<file path="config.mk">
export PLATFORM = sky130hd
export DESIGN_NAME = ecliptic_int_to_float
export DESIGN_NICKNAME = d
export VERILOG_FILES = /design/src/rtl/ecliptic_int_to_float.sv
export SDC_FILE = /design/constraint.sdc
export NUM_CORES = 1
export LEC_CHECK = 0
export CAP_MARGIN = 20
export CELL_PAD_IN_SITES_DETAIL_PLACEMENT = 1
export CELL_PAD_IN_SITES_GLOBAL_PLACEMENT = 1
export CORE_ASPECT_RATIO = 1.25
export CORE_MARGIN = 2
export CORE_UTILIZATION = 46
export CTS_CLUSTER_SIZE = 30
export DETAILED_ROUTE_END_ITERATION = 16
export GPL_TIMING_DRIVEN = 0
export PLACE_DENSITY = 0.95
export REMOVE_ABC_BUFFERS = 1
export SLEW_MARGIN = 20
export SYNTH_ARGS = -nofsm -noshare
export SYNTH_HDL_FRONTEND = slang
export SYNTH_SLANG_ARGS = --single-unit
</file>
<file path="constraint.sdc">
create_clock -name clk -period 5.7 [get_ports clk]
set_input_delay 0.855 -clock clk [delete_from_list [all_inputs] [get_ports clk]]
set_output_delay 0.855 -clock clk [all_outputs]
set_load 0.05 [all_outputs]
</file>
<file path="src/rtl/ecliptic_int_to_float.sv">
// Multi-cycle integer to IEEE-754 binary32 converter (FCVT.S.W / FCVT.S.WU).
// Iterative byte-wise normalization followed by a single rounding cycle; req/ack handshake.
module ecliptic_int_to_float #(
   parameter int NORM_STEPS = 4
) (
   input  logic        clk,
   input  logic        rst,
   input  logic [31:0] src,
   input  logic        is_unsigned,
   input  logic [2:0]  rm,
   input  logic        req,
   output logic        busy,
   output logic [31:0] res,
   output logic [4:0]  fflags,
   output logic        ack
);

   localparam int CW = $clog2(NORM_STEPS + 1);

   typedef enum logic [1:0] {
      S_IDLE,
      S_NORM,
      S_ROUND,
      S_DONE
   } state_t;

   typedef enum logic [2:0] {
      RM_RNE = 3'd0,
      RM_RTZ = 3'd1,
      RM_RDN = 3'd2,
      RM_RUP = 3'd3,
      RM_RMM = 3'd4
   } rm_t;

   state_t          r_state;
   state_t          w_state_nxt;
   logic [CW-1:0]   r_cnt;
   logic            r_sign;
   logic [31:0]     r_mant;
   logic [7:0]      r_exp;
   logic [2:0]      r_rm;

   logic            w_neg;
   logic [31:0]     w_mag;
   logic [3:0]      w_lz;
   logic [31:0]     w_mant_norm;
   logic [7:0]      w_exp_norm;
   logic            w_g;
   logic            w_s;
   logic            w_nx;
   logic            w_inc;
   logic [30:0]     w_mag_rnd;
   logic [31:0]     w_res;
   logic [4:0]      w_fflags;

   function automatic logic [2:0] lz8(input logic [7:0] b);
      casez (b)
         8'b1???????: lz8 = 3'd0;
         8'b01??????: lz8 = 3'd1;
         8'b001?????: lz8 = 3'd2;
         8'b0001????: lz8 = 3'd3;
         8'b00001???: lz8 = 3'd4;
         8'b000001??: lz8 = 3'd5;
         8'b0000001?: lz8 = 3'd6;
         default:     lz8 = 3'd7;
      endcase
   endfunction

   assign w_neg = ~is_unsigned & src[31];
   assign w_mag = w_neg ? (~src + 32'd1) : src;

   // A zero top byte takes a full 8-bit step; otherwise shift out its leading zeros.
   assign w_lz        = (r_mant[31:24] == 8'd0) ? 4'd8 : {1'b0, lz8(r_mant[31:24])};
   assign w_mant_norm = r_mant << w_lz;
   assign w_exp_norm  = r_exp - {4'd0, w_lz};

   assign w_g  = r_mant[7];
   assign w_s  = |r_mant[6:0];
   assign w_nx = w_g | w_s;

   always_comb begin
      // NOTE: every always_comb output gets a default first so no path leaves it unassigned and infers a latch.
      w_inc = 1'b0;
      case (rm_t'(r_rm))
         RM_RNE:  w_inc = w_g & (w_s | r_mant[8]);
         RM_RTZ:  w_inc = 1'b0;
         RM_RDN:  w_inc = r_sign & w_nx;
         RM_RUP:  w_inc = ~r_sign & w_nx;
         RM_RMM:  w_inc = w_g;
         default: w_inc = 1'b0;
      endcase
   end

   // Incrementing {exp, frac} as one field lets a mantissa carry bump the exponent.
   assign w_mag_rnd = {r_exp, r_mant[30:8]} + {30'd0, w_inc};

   always_comb begin
      w_res    = {r_sign, w_mag_rnd};
      w_fflags = {4'b0000, w_nx};
      if (r_rm > 3'd4) begin
         w_res    = 32'h7FC0_0000;
         w_fflags = 5'b10000;
      end else if (r_mant == 32'd0) begin
         w_res    = 32'h0000_0000;
         w_fflags = 5'b00000;
      end
   end

   always_comb begin
      w_state_nxt = r_state;
      busy        = (r_state != S_IDLE);
      ack         = (r_state == S_DONE);
      case (r_state)
         S_IDLE:  if (req) w_state_nxt = S_NORM;
         S_NORM:  if (r_cnt == CW'(NORM_STEPS - 1)) w_state_nxt = S_ROUND;
         S_ROUND: w_state_nxt = S_DONE;
         S_DONE:  w_state_nxt = S_IDLE;
         default: w_state_nxt = S_IDLE;
      endcase
   end

   // NOTE: sequential state uses non-blocking assignments so every register samples pre-edge values.
   always_ff @(posedge clk) begin
      if (rst) begin
         r_state <= S_IDLE;
         r_cnt   <= '0;
         res     <= 32'd0;
         fflags  <= 5'd0;
      end else begin
         r_state <= w_state_nxt;
         if (r_state == S_IDLE && req) r_cnt <= '0;
         if (r_state == S_NORM)        r_cnt <= r_cnt + CW'(1);
         if (r_state == S_ROUND) begin
            res    <= w_res;
            fflags <= w_fflags;
         end
      end
   end

   // NOTE: the operand datapath is fully loaded on accept, so it carries no reset.
   always_ff @(posedge clk) begin
      if (r_state == S_IDLE && req) begin
         r_sign <= w_neg;
         r_mant <= w_mag;
         r_exp  <= 8'd158;
         r_rm   <= rm;
      end else if (r_state == S_NORM) begin
         r_mant <= w_mant_norm;
         r_exp  <= w_exp_norm;
      end
   end

endmodule

</file>
==> impl_results.md <==
- Worst min path class: reg -> reg
- CP endpoint: r_mant[21]
- Post-Route WL: slightly below 20000 um
- Mapped Cells: 703
- Final period util: approximately 65%
- Worst EP arrival: approximately 3.8 ns
- Synth Area in Compound Gates: around 20%
- Fin Setup TNS: 0 ns
- H-tree levels: 3
- Data required time of the worst path: 5.85 ns
- Clock Skews: 0.0100 ns
- DRT Pass-1 Iters: 5
- # clock sinks: 83
- PwrDens: 630 nW/um^2
- Synth Area in Adders: 3.27%
- Row count: 46
- Fill count: 1518
- Grt ovf: 0
- Yosys warns: 0
- Post-DR vias/cell: 6.40
- Post-synth cell types: 68
- Root buffer cell: clkbuf_16
- Max_slew headroom: 32.8%
- Max-cap violations: 0
- Worst Setup SP: req
- Synth Register Bits: between 80 and 90
- Syn_area_per_cell: 8.49 um^2
- FF+latch area: 2020 um^2
- Detail-routed net length per standard cell: 21.4 um
- Number of cells on the worst reg-to-reg path: 8
- CP Capture Type: flop
- Largest net degree at the start of global routing: 38
- Placed cell areas: 6700 um^2
- Post-Layout Inst Area: 7010 um^2
- Post-CTS Setup Inserts: 0
- Initial core utilization: a little under half
- Final min period: 3.68 ns
- Share of cells above drive strength 1: 5.10%
- Buffers on Ports: 74
- Maximum VDD drop: 0.217 mV
- Clk_lat worst skew: 0.35 ns
- Total CTS buffers: 9
- DP Wirelength: 14000 um
- R2R Path End: r_mant[13]
- Status: completed
- Setup CP Type: in -> reg
- Core area: 12700 um^2
- Final setup vio count: 0
- DR DRC count: 0
- Reg clk slew, reported paths: 0.06 ns
- Final Hold Viols: 0
- Max Clk Rate: 272 MHz
- Ys flop type: dfxtp_1
- Placer congestion estimate: just over 0.9
- Post_cts resized: 0
- Leakage: 2.53 nW
- Post-Synth XOR/XNOR Area: 9.54%
- Global-route wire length before repair: 31000 um
- Initial antenna violation count: 0
- I/O pin cnt: just under 80
- RSZ-0062 raised after global routing: false
- Final Non-Filler Cells: ~910
- Synth Area in Simple Gates: 19.1%
- R2r startpoint: r_mant[28]
- Hold buffers post-CTS: 0
- Fin Hold WS: 0.487 ns
- Setup crit start kind: input pin
- Syn Std Cell Area: 5970 um^2
- P&R area growth vs syn: 17.6%
- Mux share of post-synthesis cell area: under 10%
- Vias in the first global route: 5985
- CTS tree: done
- Asr flop ratio synth: 0%
- Register area share after synthesis: 33.9%
- Placed insts: ~900
- DIE HEIGHT: roughly 130 um
- Die width: ~110 um
- Multi-input logic area: around 3600 um^2
- Clock Tree Buf Depth: 2
- Detail Route Antenna Nets: 0
- Total track usage: 27.6%
- DR iter-0 viols: 613
- Via Count: between 5000 and 6000
- Antenna diode count: 0
- Max-slew violation count: 0
- Die area: 13900 um^2
- Number of flops mapped to enable cells by yosys: 36
- Flop2flop setup slack: 2.12 ns
- Max FO, Critical Path: 37
- Worst-Margin Slew: 0.998 ns
- NumNets Final: 794
- Largest family of logic cells by synthesized area: compound AO/OA/AOI/OAI gates
==> cell families (layout without fill, tap and decap cells) <==
group,after synthesis,in the layout
and+or+nand+nor,234,234
AOI/OAI and AO/OA,179,179
DFF,83,83
buffers and inverters,78,118
xor gates and xnor gates,65,65
muxes,48,48
adders and majority gates,15,15
other,1,3
==> worst min path at each step <==
stage	to	slack [ns]	cells after the start	start
after global placement	fflags[0]	0.46	2	fflags[0]
after CTS	res[22]	0.49	2	res[22]
final	res[22]	0.49	2	res[22]
after global routing	fflags[0]	0.51	2	fflags[0]
after detailed placement	res[22]	0.48	2	res[22]
after floorplan	r_cnt[2]	0.47	2	r_cnt[2]
==> power by group <==
group / internal (W) / switching [W]
clock: 0.000381 / 0.000252
combinational: 0.000851 / 0.00163
sequential: 0.000956 / 0.000351
==> routing by layer <==
metal / vias to the layer above / part of all wire [%] / global-route usage [%]
met2: 274 / 51 / 49.4
met5: - / 0 / 0
li1: 2630 / - / -
met4: 0 / 3.6 / 12.5
met1: 2882 / 39 / 32.5
met3: 59 / 5.8 / 3.62
==> metrics by stage <==
stage	setup WS [ns]	util [%]	power (W)
floorplan	2.42	-	0.00288
CTS	2.10	55.4	0.00434
global placement	1.32	52.8	0.00349
global route	1.85	55.4	0.00461
detailed placement	1.77	52.9	0.00367
finish	2.02	55.4	0.00442
==> cells in the mapped netlist, drive strengths merged (18+ instances only) <==
| cell type | n | share of area, % |
|---|---|---|
| buf | 18 | 2.0 |
| mux2i | 43 | 7.2 |
| dfxtp | 47 | 16 |
| edfxtp | 36 | 18 |
| xnor2 | 39 | 5.7 |
| inv | 26 | 1.7 |
| clkbuf | 33 | 2.1 |
| a22oi | 32 | 4.0 |
| nor2 | 87 | 5.5 |
| o21ai | 40 | 3.4 |
| a21oi | 42 | 3.5 |
| xor2 | 26 | 3.8 |
| nand2 | 55 | 3.5 |
==> state kept, by name, indices dropped and copies added (netlist names) <==
name / cells
r_exp: 8
fflags: 2
r_state: 2
r_cnt: 3
r_sign: 1
r_rm: 3
res: 32
r_mant: 32
==> critical path: stages <==
cell	delay, ns
clkdlybuf4s50_1	0.43
nand2_2	0.56
inv_1	0.66
nor2_1	0.90
a22oi_1	0.23
o221ai_1	0.17
==> cells in the final DEF, fill, tap and decap left out, types with 13 or more instances in the layout <==
cell,synthesis,routed
nor2_1,86,85
clkdlybuf4s50_1,0,73
nand2_1,55,53
dfxtp_1,47,47
mux2i_1,43,43
a21oi_1,42,42
xnor2_1,39,39
edfxtp_1,36,36
o21ai_0,35,35
a22oi_1,32,32
xor2_1,26,26
inv_1,24,24
nand3_1,14,14
ha_1,14,14
nor3_1,13,13
and3_1,13,13
==> final cells by class <==
class / instances / share of cell area (%)
clock buffers: 12 / 3.87
inverters: 27 / 1.52
multi-input cells: 544 / 51.6
clock inverters: 4 / 0.642
flip-flops and latches: 83 / 28.8
repair buffers: 75 / 10.6
well taps: 168 / 3.00
Note: power is estimated with default switching activity, not from simulation.
